**config.mk**
```make
export PLATFORM = sky130hd
export DESIGN_NAME = stopwatch_ctrl
export DESIGN_NICKNAME = d
export VERILOG_FILES = /design/src/rtl/stopwatch_ctrl.sv
export SDC_FILE = /design/constraint.sdc
export NUM_CORES = 1
export LEC_CHECK = 0
export CAP_MARGIN = 0
export CORE_UTILIZATION = 32
export DETAILED_ROUTE_END_ITERATION = 12
export PLACE_DENSITY = 0.45
export SYNTH_ARGS = -nofsm -noshare
export SYNTH_HDL_FRONTEND = slang
export SYNTH_SLANG_ARGS = --single-unit
```
**constraint.sdc**
```tcl
create_clock -name clk -period 3.05 [get_ports clk]
set_input_delay 0.305 -clock clk [delete_from_list [all_inputs] [get_ports clk]]
set_output_delay 0.305 -clock clk [all_outputs]
set_load 0.1 [all_outputs]
```
**src/rtl/stopwatch_ctrl.sv**
```systemverilog
// Stopwatch control: button conditioning, run/pause/stop FSM,
// 0.1 s prescaler and wrapping tenths counter for the display.
module stopwatch_ctrl #(
    parameter int TICK_DIV     = 5000000,
    parameter int DEBOUNCE_CYC = 1000000,
    parameter int COUNT_MAX    = 9999
) (
    input  logic        clk,
    input  logic        rst_n,
    input  logic [3:0]  btn,
    output logic [13:0] number,
    output logic [1:0]  pausa_dis,
    output logic [3:0]  led,
    output logic [1:0]  state,
    output logic        tick
);

    localparam logic [1:0] ST_STOP  = 2'd0;
    localparam logic [1:0] ST_CNT   = 2'd1;
    localparam logic [1:0] ST_PAUSE = 2'd2;
    localparam logic [1:0] ST_RST   = 2'd3;

    localparam int PW = (TICK_DIV > 2) ? $clog2(TICK_DIV) : 1;
    localparam int DW = $clog2(DEBOUNCE_CYC + 1);

    localparam logic [PW-1:0] TICK_LAST = PW'(TICK_DIV - 1);
    localparam logic [DW-1:0] DB_LAST   = DW'(DEBOUNCE_CYC - 1);
    localparam logic [13:0]   CMAX      = 14'(COUNT_MAX);

    logic [3:0]    sync1;
    logic [3:0]    sync2;
    logic [3:0]    deb;
    logic [3:0]    deb_q;
    logic [DW-1:0] db_cnt [4];
    logic [3:0]    rel;

    logic [1:0]    next_state;
    logic [13:0]   count;
    logic [13:0]   lap;
    logic [PW-1:0] presc;
    logic          running;
    logic          lap_take;

    always_ff @(posedge clk or negedge rst_n) begin
        if (!rst_n) begin
            sync1 <= 4'hF;
            sync2 <= 4'hF;
            deb   <= 4'hF;
            deb_q <= 4'hF;
            for (int k = 0; k < 4; k++) begin
                db_cnt[k] <= '0;
            end
        end else begin
            sync1 <= btn;
            sync2 <= sync1;
            deb_q <= deb;
            for (int k = 0; k < 4; k++) begin
                if (sync2[k] != deb[k]) begin
                    if (db_cnt[k] == DB_LAST) begin
                        deb[k]    <= sync2[k];
                        db_cnt[k] <= '0;
                    end else begin
                        db_cnt[k] <= db_cnt[k] + DW'(1);
                    end
                end else begin
                    db_cnt[k] <= '0;
                end
            end
        end
    end

    // Only the rising (release) edge of a debounced level is an event.
    assign rel = deb & ~deb_q;

    always_ff @(posedge clk or negedge rst_n) begin
        if (!rst_n) begin
            state <= ST_RST;
        end else begin
            state <= next_state;
        end
    end

    always_comb begin
        next_state = state;
        priority case (1'b1)
            rel[3]: next_state = ST_RST;
            rel[0]: begin
                if (state != ST_RST) begin
                    next_state = ST_STOP;
                end
            end
            rel[1]: begin
                if (state == ST_CNT) begin
                    next_state = ST_PAUSE;
                end else if (state == ST_PAUSE) begin
                    next_state = ST_CNT;
                end
            end
            rel[2]: next_state = ST_CNT;
            default: next_state = state;
        endcase
    end

    always_comb begin
        led       = 4'b1000;
        pausa_dis = 2'd0;
        number    = count;
        unique case (state)
            ST_STOP:  led = 4'b0001;
            ST_CNT:   led = 4'b0100;
            ST_PAUSE: begin
                led       = 4'b0010;
                pausa_dis = 2'd1;
                number    = lap;
            end
            ST_RST:   led = 4'b1000;
        endcase
    end

    assign running  = (state == ST_CNT) || (state == ST_PAUSE);
    assign tick     = running && (presc == TICK_LAST);
    assign lap_take = (state == ST_CNT) && rel[1] && !rel[0];

    // Count keeps running while paused; only the displayed value freezes.
    always_ff @(posedge clk or negedge rst_n) begin
        if (!rst_n) begin
            count <= '0;
            lap   <= '0;
            presc <= '0;
        end else if (rel[3]) begin
            count <= '0;
            lap   <= '0;
            presc <= '0;
        end else begin
            if (running) begin
                if (tick) begin
                    presc <= '0;
                    if (count == CMAX) begin
                        count <= '0;
                    end else begin
                        count <= count + 14'd1;
                    end
                end else begin
                    presc <= presc + PW'(1);
                end
            end else if (state == ST_RST) begin
                presc <= '0;
            end
            if (lap_take) begin
                lap <= count;
            end
        end
    end

endmodule

```
==> flow_summary_export.csv, run 1 <==
group,metric,value,unit
outcome,status,"finished clean",
power,power_density,493,nW/um^2
cts,root_buffer,"clkbuf_16",
cells_and_area,utilization,38.4,%
floorplanning,dieArea,24000,um^2
logic_synthesis,syn_nets,763,
logic_synthesis,netlist_area,7490,um^2
worst_setup_path,critPathMaxStageDelay,0.61,ns
worst_setup_path,required,2.74,ns
cells_and_area,syn2layout_area_growth,16.7,%
logic_synthesis,ys_seq_area_share,50.1,%
global_routing,grt_use_total,14.5,%
cts,h-tree-depth,4,
routing,drc,0,
floorplanning,core_area,22800,um^2
logic_synthesis,muxShareOfSynthArea,4.86,%
routing,drt-wirelength-per-cell,14.6,um
timing,max-slew-margin-rel,47.6,%
worst_setup_path,ff2ff_path_depth,7,
floorplanning,fp-row-count,55,
cells_and_area,diodes,0,
logic_synthesis,synthXorXnorAreaFrac,10.5,%
routing,via_count,5374,
logic_synthesis,yosys.area_share.simple,25.0,%
floorplanning,ioPinCount,29,
worst_setup_path,worstPathCellList,"inv_2 > ha_4 > and4bb_2 > nand4_1 > or4_4 > clkinvlp_4 > buf_12",
routing,viasPerCell,4.87,
hold_path,hp-class,"in -> reg",
timing,hold_violations,0,
floorplanning,start_util,32.9,%
timing,setup_slack,0.122,ns
timing,rsz0062_at_grt,"no",
cts,cts_buffers,17,
placement,portBuffers,27,
placement,hpwl,11100,um
timing,setup_viol,0,
logic_synthesis,synthArstFlopShare,100,%
timing,tightest_slew,0.786,ns
worst_setup_path,arrival,2.62,ns
worst_setup_path,path_delay_family,"simple AND/OR/NAND/NOR gates",
worst_setup_path,critPathKind,"reg -> out",
timing,hold_ws,0.279,ns
logic_synthesis,synth_top_family_by_area,"simple AND/OR/NAND/NOR gates",
timing,max_freq,342,MHz
timing,finalSetupTns,0,ns
logic_synthesis,yosys.area_share.adder,2.01,%
logic_synthesis,synth-seq-cells,149,
global_routing,grt.overflow.total,0,
global_routing,grt_start_max_net_pins,83,
cells_and_area,nNetsFinal,796,
global_routing,grt_pass1_vias,5464,
placement,gp_congestion,0.778,
power,leakagePower,3.66,nW
floorplanning,die_w,155,um
floorplanning,die_h,155,um
routing,drtAntennaViolNets,0,
logic_synthesis,synth_warnings,0,
global_routing,grt_pass1_wl,27600,um
worst_setup_path,crit_path_max_fanout,7,
logic_synthesis,synth-compound-area-share,4.80,%
cells_and_area,drive_gt1_share,16.1,%
hold_path,hold_path_depth,1,
logic_synthesis,syn_area_per_cell,10.0,um^2
worst_setup_path,cp-start-kind,"register",
worst_setup_path,slowest_stage,"or4_4",
run,drv_cap,0,
logic_synthesis,ys.flop_type,"dfrtp_1",
power,p_total,4.31,mW
worst_setup_path,critical_path_buf_inv_count,3,
routing,drt_iter0_markers,252,
worst_setup_path,crit_cells,7,
cts,cts_sinks,149,
power,vdd_drop_max,0.304,mV
timing,min_period_over_period,96.0,%
cts,clock_latency,0.42,ns
logic_synthesis,synth_cells,745,
global_routing,grt_antenna_before_repair,0,
cts,clk_pin_slew,0.06,ns
routing,drt-total-wl,16100,um
placement,dp_slack,0.0688,ns
logic_synthesis,synth_edf_count,0,
cts,cts_buffer_depth,2,
routing,firstDrtPassIters,4,
timing,final_max_slew_viol_count,0,
worst_setup_path,end_kind,"output port",
logic_synthesis,synth_cell_types,58,
timing,period_minus_slack,2.93,ns
timing,skew,0.00709,ns
cts,cts_tree,"built",
-- cells in the final DEF, fill, tap and decap left out, types with 5 or more instances in the layout --
cell,synthesis,final
nor2b_1,8,7
nand3_1,49,49
nand3b_1,5,5
ha_1,12,10
nand4_1,26,26
nor3_1,15,15
xnor2_1,51,51
a21oi_1,11,10
nor3b_1,12,12
nand2_1,37,37
a31oi_1,8,8
inv_1,21,19
mux2_2,19,19
nor4_1,9,9
mux2i_1,15,15
and3_1,17,17
dfstp_2,18,18
nor2_1,136,136
xor2_1,39,39
and4_1,6,6
or3_1,8,8
dfrtp_1,131,131
clkbuf_16,0,17
buf_4,1,33
o21ai_0,15,15
-- metrics by stage --
stage                     cells  cell area (um^2)
after floorplan             745              7500
after global placement     1069              8080
after detailed placement   1069              8080
after CTS                  1102              8720
after global routing       1104              8740
final                      1104              8740
-- final timing paths --
| check | to | slack (ns) | from |
|---|---|---|---|
| min in group asynchronous | presc[20]$_DFFE_PN0P_ | 0.48 | rst_n |
| max in group asynchronous | deb[2]$_DFFE_PN1P_ | 1.71 | rst_n |
| setup / recovery | tick | 0.12 | state[0]$_DFFE_PN1P_ |
| hold / removal | sync1[1]$_DFF_PN1_ | 0.28 | btn[1] |
| setup reg to reg | count[11]$_DFFE_PN0P_ | 0.53 | state[0]$_DFFE_PN1P_ |
| hold reg to reg | sync2[0]$_DFF_PN1_ | 0.36 | sync1[0]$_DFF_PN1_ |
-- routing by layer --
metal	routed length, um	GRT usage (%)
met1	7840	19.0
met2	7550	23.5
met3	562	3.84
met4	144	4.20
met5	0	0
-- sequential cells by signal, summed over array words and instances (netlist names) --
name    cells
count      14
db_cnt     80
deb         4
deb_q       4
lap        14
presc      23
state       2
sync1       4
sync2       4
-- cells in the mapped netlist, types with 2 or more instances --
cell / count / area share [%]
mux2i_1: 15 / 2.0
nor3b_1: 12 / 1.2
clkbuf_1: 17 / 0.85
buf_2: 4 / 0.27
nand2b_1: 4 / 0.33
nor4_2: 4 / 0.67
a22o_1: 2 / 0.23
or3_1: 8 / 0.67
nor2b_1: 8 / 0.67
a211o_1: 2 / 0.23
or4_1: 2 / 0.20
o21ai_0: 15 / 1.0
o31ai_2: 4 / 0.67
xor2_1: 39 / 4.6
a21oi_1: 11 / 0.74
nor4bb_1: 3 / 0.40
nand3b_1: 5 / 0.50
inv_1: 21 / 1.1
or2_2: 4 / 0.33
a41oi_1: 2 / 0.23
mux2_2: 19 / 2.9
dfstp_2: 18 / 6.3
nand3_1: 49 / 3.3
buf_6: 2 / 0.30
and4_1: 6 / 0.70
and3_1: 17 / 1.4
ha_1: 12 / 2.0
nor4b_1: 2 / 0.23
nand4_1: 26 / 2.2
xnor2_1: 51 / 6.0
nand2_1: 37 / 1.9
nand4b_1: 2 / 0.23
o211a_1: 2 / 0.27
a31oi_1: 8 / 0.67
nor2_1: 136 / 6.8
nor4_1: 9 / 0.75
and2_1: 2 / 0.17
dfrtp_1: 131 / 44
nor3_1: 15 / 1.0
-- power by group --
part / internal [mW] / total (mW) / switching (mW)
combinational: 0.0246 / 0.0965 / 0.0719
sequential: 2.00 / 2.01 / 0.0153
clock: 1.33 / 2.20 / 0.872
total: 3.35 / 4.31 / 0.960
-- logic make-up after synthesis --
| logic type | after synthesis |
|---|---|
| compound gates | 53 |
| xor+xnor | 90 |
| fa+ha+maj | 12 |
| buf+inv | 47 |
| flops | 149 |
| mux | 34 |
| other cells | 1 |
| simple gates | 359 |
-- worst reg2reg max path: cells and delay by family (launching register included) --
family	cells	cell delay (ns)
simple gates	3	0.92
compound gates	2	0.48
flops	1	0.59
buf+inv	1	0.09
fa+ha+maj	1	0.31
-- layout make-up --
cell class                      count  area, um^2
Fill cell                        2268       14000
Sequential cell                   149        3750
Multi-Input combinational cell    549        3570
Clock buffer                       20         447
Tap cell                          313         392
Timing Repair Buffer               40         329
Clock inverter                     12         168
Inverter                           21        82.6
-- what timing repair did --
action / in CTS / in global routing
hold buffers: 1 / 0
endpoints found under the hold margin: 65 / 0
gates cloned: 0 / 0
setup buffers: 0 / 2
setup endpoints to repair: 1 / 1
gates resized for setup: 3 / 1
Note: power is estimated with default switching activity, not from simulation.
==> run 2: changes to the inputs <==
--- a/config.mk
+++ b/config.mk
@@ -6,6 +6,7 @@
 export NUM_CORES = 1
 export LEC_CHECK = 0
 export CAP_MARGIN = 0
+export CORE_MARGIN = 2
 export CORE_UTILIZATION = 32
 export DETAILED_ROUTE_END_ITERATION = 12
 export PLACE_DENSITY = 0.45
==> flow_summary_export.csv, run 2 (synthesis gave the netlist of run 1 again) <==
group,metric,value,unit
outcome,status,"finished clean",
routing,drtAntennaViolNets,0,
routing,drt-wirelength-per-cell,14.6,um
cells_and_area,largest_reg_flops,80,
cts,h-tree-depth,4,
placement,portBuffers,27,
cts,clk_pin_slew,0.06,ns
timing,setup_viol,0,
global_routing,grt.overflow.total,0,
cts,root_buffer,"clkbuf_16",
hold_path,hp-class,"in -> reg",
power,leakagePower,3.65,nW
timing,tightest_slew,0.806,ns
worst_setup_path,required,2.74,ns
routing,firstDrtPassIters,6,
global_routing,grt_pass1_wl,28100,um
timing,skew,0.0131,ns
placement,dpl_cell_area,8110,um^2
cts,cts_sinks,149,
power,p_total,4.24,mW
worst_setup_path,arrival,2.52,ns
power,vdd_drop_max,0.304,mV
timing,rsz0062_at_grt,"no",
worst_setup_path,crit_path_max_fanout,7,
cells_and_area,drive_gt1_share,15.7,%
worst_setup_path,end_kind,"output port",
timing,min_period_over_period,92.7,%
cts,clock_latency,0.42,ns
floorplanning,dieArea,24600,um^2
floorplanning,core_area,22800,um^2
global_routing,grt_antenna_before_repair,0,
global_routing,grt_use_total,14.4,%
cts,cts_buffer_depth,2,
floorplanning,die_h,157,um
global_routing,grt_start_max_net_pins,59,
floorplanning,die_w,157,um
timing,hold_violations,0,
cells_and_area,nNetsFinal,796,
cells_and_area,instances_no_fill,1104,
cells_and_area,nFillCells,2278,
placement,post-place-cells,1071,
routing,viasPerCell,4.88,
worst_setup_path,critPathKind,"reg -> out",
timing,max-slew-margin-rel,45.9,%
routing,drc,0,
cts,cts_tree,"built",
routing,drt_iter0_markers,257,
cells_and_area,seqCellArea,3750,um^2
run,drv_cap,0,
floorplanning,ioPinCount,29,
cells_and_area,reg.largest.list,"db_cnt (80), presc (23)",
timing,finalSetupTns,0,ns
cells_and_area,syn2layout_area_growth,16.3,%
cells_and_area,largest_register,"db_cnt",
worst_setup_path,cp-start-kind,"register",
floorplanning,start_util,32.9,%
cells_and_area,diodes,0,
floorplanning,fp-row-count,55,
cells_and_area,multiInputGateArea,3550,um^2
timing,hold_ws,0.290,ns
routing,drt-total-wl,16100,um
placement,hpwl,11000,um
timing,max_freq,354,MHz
timing,period_minus_slack,2.83,ns
cts,cts_buffers,17,
cells_and_area,fin_area,8710,um^2
routing,via_count,5382,
cells_and_area,final_cell_mix,"nor2_1, dfrtp_1, xnor2_1",
global_routing,grt_pass1_vias,5551,
placement,gp_congestion,0.803,
cells_and_area,final_common_cell,"nor2_1",
power,power_density,486,nW/um^2
timing,final_max_slew_viol_count,0,
==> run 2: final timing paths <==
| path | startpoint | to | slack (ns) | depth (start not counted) |
|---|---|---|---|---|
| min in group asynchronous | rst_n | db_cnt[56]$_DFF_PN0_ | 0.43 | 2 |
| max in group asynchronous | rst_n | sync1[1]$_DFF_PN1_ | 1.87 | 3 |
| min | btn[0] | sync1[0]$_DFF_PN1_ | 0.29 | 1 |
| max reg2reg | state[0]$_DFFE_PN1P_ | presc[17]$_DFFE_PN0P_ | 0.41 | 9 |
| min reg2reg | sync1[3]$_DFF_PN1_ | sync2[3]$_DFF_PN1_ | 0.36 | 0 |
| max | state[0]$_DFFE_PN1P_ | tick | 0.22 | 7 |
==> run 2: through the flow <==
step,worst slack [ns],utilization [%]
floorplan,0.0556,-
global placement,0.410,35.6
detailed placement,0.381,35.6
CTS,0.0637,38.2
global route,0.0867,38.2
finish,0.222,38.2
==> run 2: cell type report <==
type | instances | share of cell area, %
Inverter | 21 | 0.948
Multi-Input combinational cell | 549 | 40.8
Tap cell | 313 | 4.50
Clock buffer | 20 | 5.13
Sequential cell | 149 | 43.1
Timing Repair Buffer | 40 | 3.92
Clock inverter | 12 | 1.65
==> run 2: timing repair <==
action	in CTS	in global routing
setup buffers	0	0
endpoints found under the hold margin	42	0
pin swaps	0	1
hold buffers	1	0
resized for setup	1	0
endpoints found under the setup margin	1	1
==> run 2: power breakdown <==
group	switching, mW	internal, mW	total, mW
Clock	0.880	1.24	2.12
Combinational	0.0734	0.0266	0.0999
Sequential	0.0155	2.00	2.01
Total	0.968	3.27	4.24
==> run 2: critical path, stage by stage (launching register included) <==
cell        delay (ns)
dfstp_2           0.58
inv_1             0.11
ha_1              0.33
and4bb_2          0.22
nand4_1           0.08
or4_4             0.50
clkinvlp_4        0.12
buf_12            0.17
==> run 2: routing by layer <==
layer	share of wire (%)	global-route usage, %	up-vias	wire length, um
met1	50	19.7	2653	8120
met4	1.0	4.19	0	161
met3	3.3	3.52	11	527
li1	-	-	2656	-
met2	45	22.5	62	7330
met5	0	0	-	0
==> run 3: changes to the inputs <==
==> constraint.sdc (replaced) <==
create_clock -name clk -period 3.5 [get_ports clk]
set_input_delay 0.35 -clock clk [delete_from_list [all_inputs] [get_ports clk]]
set_output_delay 0.35 -clock clk [all_outputs]
set_load 0.1 [all_outputs]
==> flow_summary_export.csv, run 3 (synthesis gave the netlist of run 1 again) <==
group,metric,value,unit
outcome,status,"finished clean",
routing,drt-total-wl,15700,um
power,vdd_drop_max,0.247,mV
cells_and_area,diodes,0,
cts,h-tree-depth,4,
floorplanning,dieArea,24600,um^2
power,leakagePower,3.66,nW
cells_and_area,nNetsFinal,789,
cts,clk_pin_slew,0.06,ns
timing,finalSetupTns,0,ns
timing,skew,0.00790,ns
cells_and_area,reg.largest.list,"db_cnt (80), presc (23)",
floorplanning,fp-row-count,55,
timing,setup_viol,0,
worst_setup_path,arrival,2.90,ns
power,p_total,3.90,mW
cts,cts_tree,"built",
hold_path,hp-class,"in -> reg",
cells_and_area,final_common_cell,"nor2_1",
worst_setup_path,cp-start-kind,"register",
placement,dpl_cell_area,8040,um^2
cells_and_area,fin_area,8730,um^2
global_routing,grt.overflow.total,0,
cells_and_area,largest_reg_flops,80,
timing,min_period_over_period,92.9,%
placement,post-place-cells,1064,
worst_setup_path,critPathKind,"reg -> out",
routing,drt-wirelength-per-cell,14.3,um
cells_and_area,largest_register,"db_cnt",
floorplanning,core_area,22800,um^2
routing,via_count,5395,
timing,hold_violations,0,
routing,drc,0,
global_routing,grt_pass1_wl,27100,um
cts,root_buffer,"clkbuf_16",
floorplanning,start_util,32.9,%
cts,cts_buffer_depth,2,
cells_and_area,drive_gt1_share,14.9,%
floorplanning,die_w,157,um
placement,hpwl,10600,um
placement,gp_congestion,0.744,
routing,viasPerCell,4.92,
timing,rsz0062_at_grt,"no",
cts,cts_setup_buffers,0,
global_routing,grt_antenna_before_repair,0,
timing,final_max_slew_viol_count,0,
routing,drtAntennaViolNets,0,
cells_and_area,syn2layout_area_growth,16.5,%
cts,cts_buffers,17,
cts,clock_latency,0.43,ns
power,power_density,447,nW/um^2
timing,max_freq,307,MHz
global_routing,grt_pass1_vias,5491,
floorplanning,die_h,157,um
timing,max-slew-margin-rel,18.0,%
worst_setup_path,crit_path_max_fanout,12,
cells_and_area,utilization,38.3,%
worst_setup_path,end_kind,"output port",
routing,firstDrtPassIters,4,
global_routing,grt_use_total,13.8,%
run,drv_cap,0,
placement,portBuffers,27,
global_routing,grt_start_max_net_pins,76,
cells_and_area,final_cell_mix,"nor2_1, dfrtp_1, xnor2_1",
timing,period_minus_slack,3.25,ns
cells_and_area,nFillCells,2237,
timing,tightest_slew,1.23,ns
cts,cts_sinks,149,
worst_setup_path,required,3.15,ns
routing,drt_iter0_markers,210,
floorplanning,ioPinCount,29,
cells_and_area,instances_no_fill,1097,
==> run 3: critical path: stages, from the launching register on <==
cell and delay (ns):
dfstp_2 0.58, inv_1 0.09, ha_2 0.44, and4bb_2 0.25, nand4_1 0.08, or4_1 0.70, inv_1 0.16, buf_12 0.18
==> run 3: area by class of cell <==
cell class / count / area [um^2] / share of cell area (%)
clock inverter: 13 / 218 / 2.49
multi-input combinational: 549 / 3540 / 40.6
inverter: 21 / 78.8 / 0.903
clock buffer: 19 / 453 / 5.19
tap: 313 / 392 / 4.49
sequential: 149 / 3750 / 43.0
timing repair buffer: 33 / 292 / 3.34
==> run 3: stage by stage <==
step / hold slack (ns) / setup WS (ns)
after floorplan: 0.0544 / 0.127
after global placement: 0.350 / 0.646
after detailed placement: 0.348 / 0.501
after CTS: 0.319 / 0.155
after global routing: 0.321 / 0.0883
final: 0.335 / 0.247
==> run 3: metal layers <==
layer  GRT usage [%]  share of wire (%)
met1            17.5                 47
met2            22.9                 48
met3            2.97                3.0
met4            5.46                2.0
met5               0                  0
==> run 3: timing repair <==
action | 4_1_cts | 5_1_grt
setup endpoints to repair | 0 | 1
hold buffers | 1 | 0
hold endpoints to repair | 31 | 0
resized for setup | 0 | 1
==> run 3: path summary, 6_finish.rpt <==
| check | start | to | slack, ns | cells past startpoint |
|---|---|---|---|---|
| min | btn[0] | sync1[0]$_DFF_PN1_ | 0.33 | 1 |
| max reg2reg | state[0]$_DFFE_PN1P_ | presc[19]$_DFFE_PN0P_ | 0.56 | 7 |
| max | state[1]$_DFFE_PN1P_ | tick | 0.25 | 7 |
| min reg2reg | sync1[1]$_DFF_PN1_ | sync2[1]$_DFF_PN1_ | 0.36 | 0 |
| max in group asynchronous | rst_n | deb[2]$_DFFE_PN1P_ | 2.09 | 3 |
| min in group asynchronous | rst_n | db_cnt[53]$_DFF_PN0_ | 0.52 | 2 |
==> run 3: report_power, final <==
| group | switching (mW) | leakage [nW] | internal (mW) |
|---|---|---|---|
| combinational | 0.0627 | 1.33 | 0.0216 |
| sequential | 0.0133 | 2.01 | 1.74 |
| clock | 0.749 | 0.321 | 1.31 |
| total | 0.825 | 3.66 | 3.08 |
